## src/rtl/axi2ahb_wr_ctrl.sv

```systemverilog
// axi2ahb_wr_ctrl: AHB write-burst sequencer for the AXI-to-AHB bridge.
// Issues INCR bursts once a full burst is buffered; drains error commands.
module axi2ahb_wr_ctrl #(
   parameter int ADDR_BITS = 32,
   parameter int LEN_BITS  = 4
) (
   input  logic                 clk,
   input  logic                 reset,
   input  logic                 cmd_valid,
   input  logic [ADDR_BITS-1:0] cmd_addr,
   input  logic [LEN_BITS-1:0]  cmd_len,
   input  logic [1:0]           cmd_size,
   input  logic                 cmd_err,
   output logic                 cmd_pop,
   input  logic                 wdata_ready,
   output logic [ADDR_BITS-1:0] HADDR,
   output logic [1:0]           HTRANS,
   output logic                 HWRITE,
   output logic [2:0]           HSIZE,
   output logic [2:0]           HBURST,
   input  logic                 HREADY,
   output logic                 wdata_phase,
   output logic                 data_last,
   output logic                 busy
);

   localparam logic [2:0] S_IDLE  = 3'd0;
   localparam logic [2:0] S_ADDR  = 3'd1;
   localparam logic [2:0] S_BURST = 3'd2;
   localparam logic [2:0] S_DEND  = 3'd3;
   localparam logic [2:0] S_DRAIN = 3'd4;

   logic [2:0]           state;
   logic [2:0]           state_nxt;
   logic [ADDR_BITS-1:0] addr;
   logic [LEN_BITS-1:0]  len;
   logic [LEN_BITS-1:0]  cnt;
   logic [1:0]           size;
   logic                 dphase;
   logic                 dlast;
   logic                 in_idle;
   logic                 in_xfer;
   logic                 in_drain;
   logic                 beat_ok;
   logic                 cnt_end;

   assign in_idle  = (state == S_IDLE);
   assign in_xfer  = (state == S_ADDR) | (state == S_BURST);
   assign in_drain = (state == S_DRAIN);
   assign cnt_end  = (cnt == len);
   assign beat_ok  = in_xfer & HREADY;

   // A pending data phase blocks the next command so wdata_ready is settled.
   assign cmd_pop = in_idle & cmd_valid & wdata_ready & ~dphase;

   assign HADDR  = addr;
   assign HTRANS = !in_xfer ? 2'b00 : (state == S_ADDR) ? 2'b10 : 2'b11;
   assign HWRITE = in_xfer;
   assign HSIZE  = in_xfer ? {1'b0, size} : 3'b000;

   always_comb begin
      HBURST = 3'b000;
      if (in_xfer) begin
         if (len == LEN_BITS'(3))       HBURST = 3'b011;
         else if (len == LEN_BITS'(7))  HBURST = 3'b101;
         else if (len == LEN_BITS'(15)) HBURST = 3'b111;
         else                           HBURST = 3'b001;
      end
   end

   assign wdata_phase = dphase | in_drain;
   assign data_last   = HREADY & ((dphase & dlast) | (in_drain & cnt_end));
   assign busy        = ~in_idle | dphase;

   always_comb begin
      state_nxt = state;
      case (state)
         S_IDLE:
            if (cmd_pop) state_nxt = cmd_err ? S_DRAIN : S_ADDR;
         S_ADDR, S_BURST:
            if (HREADY) state_nxt = cnt_end ? S_DEND : S_BURST;
         S_DEND, S_DRAIN:
            if (data_last) state_nxt = S_IDLE;
         default:
            state_nxt = S_IDLE;
      endcase
   end

   always_ff @(posedge clk or negedge reset) begin
      if (!reset) begin
         state  <= S_IDLE;
         addr   <= '0;
         len    <= '0;
         cnt    <= '0;
         size   <= '0;
         dphase <= 1'b0;
         dlast  <= 1'b0;
      end else begin
         state <= state_nxt;
         if (cmd_pop) begin
            addr <= cmd_addr;
            len  <= cmd_len;
            size <= cmd_size;
            cnt  <= '0;
         end else if (beat_ok) begin
            addr <= addr + (ADDR_BITS'(1) << size);
            cnt  <= cnt + 1'b1;
         end else if (in_drain & HREADY) begin
            cnt <= cnt + 1'b1;
         end
         // Data phase trails its accepted address by one cycle.
         if (beat_ok) begin
            dphase <= 1'b1;
            dlast  <= cnt_end;
         end else if (HREADY) begin
            dphase <= 1'b0;
            dlast  <= 1'b0;
         end
      end
   end

endmodule

```

## config.mk

```make
export PLATFORM = sky130hd
export DESIGN_NAME = axi2ahb_wr_ctrl
export DESIGN_NICKNAME = d
export VERILOG_FILES = /design/src/rtl/axi2ahb_wr_ctrl.sv
export SDC_FILE = /design/constraint.sdc
export NUM_CORES = 1
export LEC_CHECK = 0
export CAP_MARGIN = 20
export CORE_AREA = 2 2 72 88
export DETAILED_ROUTE_END_ITERATION = 10
export DIE_AREA = 0 0 74 90
export GPL_TIMING_DRIVEN = 0
export HOLD_SLACK_MARGIN = 0.06
export PLACE_DENSITY = 0.84
export SYNTH_ARGS = -nofsm -noshare
export SYNTH_HDL_FRONTEND = slang
export SYNTH_SLANG_ARGS = --single-unit
```

## constraint.sdc

```tcl
create_clock -name clk -period 5.2 [get_ports clk]
set_input_delay 0.78 -clock clk [delete_from_list [all_inputs] [get_ports clk]]
set_output_delay 0.78 -clock clk [all_outputs]
set_load 0.02 [all_outputs]
```

==> Yosys cells after proc, flatten, opt, wreduce, memory -nomap -nowiden <==
Cells that the tools add are included.
W data, S select, Z words.
{ "totals": {"reg_bits": 47, "input_bits": 44, "out_inout_bits": 45, "wordCells": 63} }
{ "classes": {"addsub": 2, "eq_ne": 11, "shifts": 1, "muxes": 21, "n_bitwise": 14, "n_reduce_logical": 7} }
{ "op_table": {"columns": ["operator", "n"], "rows": [
  ["$mux W32", 2],
  ["$add A32 B32 Y32", 1],
  ["$shl A1 B2 Y32 const A", 1],
  ["$mux W3", 8],
  ["$mux W4", 3],
  ["$pmux W3 S3", 1],
  ["$and A1 B1 Y1", 8],
  ["$eq A3 B2 Y1 const B", 2],
  ["$ne A2 B2 Y1 const B", 3],
  ["$mux W1", 5],
  ["$add A4 B1 Y4 const B", 1],
  ["$eq A4 B2 Y1 const B", 1],
  ["$eq A4 B3 Y1 const B", 1],
  ["$eq A4 B4 Y1", 1],
  ["$eq A4 B4 Y1 const B", 1],
  ["$mux W2", 2],
  ["$or A1 B1 Y1", 4],
  ["$reduce_bool A2 Y1", 2],
  ["$reduce_or A2 Y1", 2],
  ["$eq A3 B1 Y1 const B", 1],
  ["$eq A3 B3 Y1 const B", 1],
  ["$logic_not A3 Y1", 1],
  ["$reduce_and A3 Y1", 1],
  ["$reduce_bool A3 Y1", 1],
  ["$not A1 Y1", 2]
]} }

==> Depth between registers and ports, before layout <==
{ "logic_depth": {"word_depth": 6, "ltp_mapped": 8, "depth_no_buf": 8} }

==> Worst setup path after synthesis <==
Ideal clock, no wire load.
{ "synth_timing": {"kind": "input to register", "startpoint": "in HREADY", "endpoint": "reg addr[18] (netlist: HADDR[18])", "setup_ns": 0.128, "arrival_ns": 2.288, "required_ns": 5.072, "slack_ns": 2.785, "stages": 6, "path_buffers": 1, "path_cell_list": "and4b_1 clkbuf_1 nand4_4 or4_4 xnor2_2 mux2_1"} }
{ "synth_between": {"elab_chain_cells": 2} }
{ "synth_lines": {"columns": ["item", "line", "text"], "rows": [
  ["start: declaration", "21", "input logic HREADY,"],
  ["$and A1 B1 Y1", "51", "assign beat_ok = in_xfer & HREADY;"],
  ["$reduce_bool A2 Y1 (no line)", null, null],
  ["end signal: assignment", "101", "addr <= cmd_addr;"],
  ["end signal: assignment", "106", "addr <= addr + (ADDR_BITS'(1) << size);"],
  ["end: declaration", "35", "logic [ADDR_BITS-1:0] addr;"]
]} }
Every way passes these cells.
A chain may end at the register's enable or synchronous reset.

==> Worst setup path in the final report <==
{ "layout_timing": {"startpoint": "reg state[1]", "endpoint": "out cmd_pop"} }
{ "layout_between": {"elab_chain_cells": 4} }
{ "layout_lines": {"columns": ["item", "line", "text"], "rows": [
  ["start: declaration", "33", "logic [2:0] state;"],
  ["start signal: assignment", "99", "state <= state_nxt;"],
  ["$logic_not A3 Y1", "47", "assign in_idle = (state == S_IDLE);"],
  ["$and A1 B1 Y1 (3 in series)", "54", "assign cmd_pop = in_idle & cmd_valid & wdata_ready & ~dphase;"],
  ["end: declaration", "14", "output logic cmd_pop,"]
]} }
Every way passes these cells.

==> run summary <==
delay-heaviest family, CP -> buffers and inverters
EDFF count, synth -> 0
clk_skew -> 0.0128 ns
total gr overflow -> 0
nets -> 474
largest net degree at the start of global routing -> 38
Post-Route WL -> 7760 um
DR vias/cell -> 5.47
PD cells -> 558 nW/um^2
fmax -> 282 MHz
largest fanout on the critical path -> 10
initial antenna violation count -> 0
CTS buffer count -> 5
Leak -> 1.58 nW
count of different cell masters after synthesis -> 44
WP depth -> 5
ranking of synthesized cells by area -> dfrtp_1 (41%), nand2_1 (7.5%), xnor2_1 (7.4%)
Crit Path Category -> flop to output port
FF+latch count, synth -> 47
DRT Pass-1 Iters -> 5
VDD IR max -> 0.000380 V
area share of the largest cell type after synthesis -> 0.411
Root Buffer -> clkbuf_8
final setup TNS -> 0 ns
first-pass GRT wire length -> 12600 um
Die Ht -> 90 um
data required time of the worst path -> 4.42 ns
GPL Wtd Cong -> 0.855
hold crit path type -> input pin to async pin
GR Util met2 -> 0.422
Clock Pin Slew Worst Setup and Hold Paths -> 0.09 ns
status -> finished, final reports clean
Pint -> 0.00123 W
hold buffers post-CTS -> 0
most common cell in the netlist -> nand2_1
vias in the first global route -> 2808
share of power burned in registers -> 0.336
Site Rows -> 31
hold slack -> 0.341 ns
core area -> 5860 um^2
GRT Util Overall -> 0.242
post-synthesis sequential area ratio -> 0.411
via count -> 2772
layout cells sized above 1 -> 0.0518
Setup crit start kind -> flop
DR iter-0 viols -> 189
Post-synth top flop -> dfrtp_1
# IOs -> 89
Sw Pwr -> 0.000970 W
worst-margin pin slew -> 0.840 ns
Final period util -> 0.683
final routed DRC violation total -> 0
Slew HR -> 0.440
GR Layer Usage met1 -> 0.281
worst-skew pair later-pin latency -> 0.30 ns
antenna diode instance count -> 0
CTS HTree Levels -> 2
Synth top cells by count -> nand2_1 (57), dfrtp_1 (47), o21ai_0 (27), xnor2_1 (24), nor2_1 (22)
Fin. Hold Viols -> 0
Post-DRT Antenna Nets -> 0
Die Width -> 74 um
CTS tree -> built
worst-path cell chain -> nor4_1 > nand3_1 > inv_2 > clkbuf_1 > clkdlybuf4s50_1
IO buf count -> 87
Final setup violation count -> 0
initial core utilization -> 0.488
worst reg2reg startpoint -> size[1]
Logic pwr share -> 0.557
Post-Syn Nets -> 379
Clock Path Buffers -> 2
crit path to -> cmd_pop
Worst Reg-to-Reg Cells -> 8
Switching Fraction -> 0.441
Slew Limit Fails -> 0
post_cts resized -> 0
Largest stage delay, worst path -> 0.70 ns
Cell Area, Synth -> 2860 um^2
Setup Buffers After CTS -> 0
WL per Instance -> 15.3 um
ys async rst share -> 1.00
Cells after Synth -> 329
Crit-path slowest cell -> clkdlybuf4s50_1
# Max-Cap Violations -> 0
Worst setup EP type -> output port
die area -> 6660 um^2
worst path arrival time -> 2.77 ns
HPWL Detailed -> 5900 um
internal reg-to-reg setup slack -> 2.49 ns
P&R area growth vs syn -> 37.9%
Sink Count -> 47
mean area per synthesized cell -> 8.69 um^2
Final Critical Period -> 3.55 ns
Clk network pwr share -> 0.107
RSZ-0062 raised after global routing -> false
GR peak layer -> met2
WP buf/inv -> 3
critical path startpoint -> state[1]
YS warnings -> 0
post-synth top area cell -> dfrtp_1
met3 Use GR -> 0.0348
reg2reg end -> HADDR[18]
## kinds of logic (layout without fill, tap and decap cells)
kind of cell,after synthesis,count (layout),synth area share
adders and majority gates,6,6,0.0289
and+or+nand+nor,154,154,0.277
xor gates and xnor gates,35,35,0.116
AOI/OAI and AO/OA,54,54,0.107
muxes,5,5,0.0179
other,1,1,0.00131
DFF,47,47,0.411
buffers and inverters,27,123,0.0403
## flip-flops by register name (all words and copies together) (netlist names)
| name | cells |
|---|---|
| len | 4 |
| dphase | 1 |
| dlast | 1 |
| size | 2 |
| cnt | 4 |
| HADDR | 32 |
| state | 3 |
## worst min-delay path by stage
stage           endpoint  cells after the start     start  slack (ns)
6_report       HADDR[23]                      1     reset        0.34
3_3_place_gp      len[1]                      2    len[1]        0.51
2_1_floorplan   state[1]                      1  state[2]        0.47
5_1_grt        HADDR[23]                      1     reset        0.35
4_1_cts        HADDR[23]                      1     reset        0.34
3_5_place_dp      len[1]                      2    len[1]        0.53
## area by class of cell
type | count | area [um^2]
plain buffers | 18 | 81.3
clock buffers | 7 | 86.3
clock inverters | 1 | 8.76
fillers | 482 | 1910
inverters | 9 | 33.8
multi-input cells | 255 | 1570
flip-flops and latches | 47 | 1180
well taps | 82 | 103
repair buffers | 88 | 886
## cell usage in the layout (no fill, tap or decap), drive strengths merged, types with 2 or more instances in the layout
cell type and n:
clkdlybuf4s50 86, nand2 57, dfrtp 47, o21ai 30, xnor2 25, nor2 22, clkbuf 20, nor4 13
nor3 11, nand3 11, a21oi 10, xor2 10, inv 9, nand4 9, and3 8, buf 7
and2 6, and4 6, ha 5, a21o 4, mux2i 4, o211ai 4, nor2b 3, or3 2
a31oi 2, or2 2
## per-stage QoR
stage | setup WS [ns] | util | instance area [um^2] | power, W | std cells
after floorplan | 2.78 | - | 2860 | 0.00144 | 329
after global placement | 1.73 | 0.654 | 3830 | 0.00192 | 498
after detailed placement | 1.76 | 0.657 | 3850 | 0.00197 | 499
after CTS | 1.66 | 0.673 | 3940 | 0.00221 | 507
after global routing | 1.46 | 0.673 | 3940 | 0.00235 | 507
final | 1.65 | 0.673 | 3940 | 0.00220 | 507
## metal layers
metal | vias up | wire length, um
met1 | 1311 | 2970
met4 | 0 | 188
met3 | 15 | 468
met5 | - | 0
li1 | 1327 | -
met2 | 119 | 4140
## power by group through the flow
stage | registers [W] | clock network [W] | logic [W]
3_5_place_dp | 0.000744 | 0 | 0.00122
2_1_floorplan | 0.000841 | 0 | 0.000598
6_report | 0.000739 | 0.000236 | 0.00122
5_1_grt | 0.000764 | 0.000256 | 0.00133
3_3_place_gp | 0.000736 | 0 | 0.00118
4_1_cts | 0.000737 | 0.000242 | 0.00123
## worst reg2reg max path: stages, from the launching register on
cell and delay, ns:
dfrtp_1 0.42, nor2_1 0.07, ha_1 0.21, fa_1 0.43, a21o_1 0.18, a21oi_1 0.67, or4_4 0.29, xnor2_2 0.05
mux2_1 0.29
Note: power is estimated with default switching activity, not from simulation.
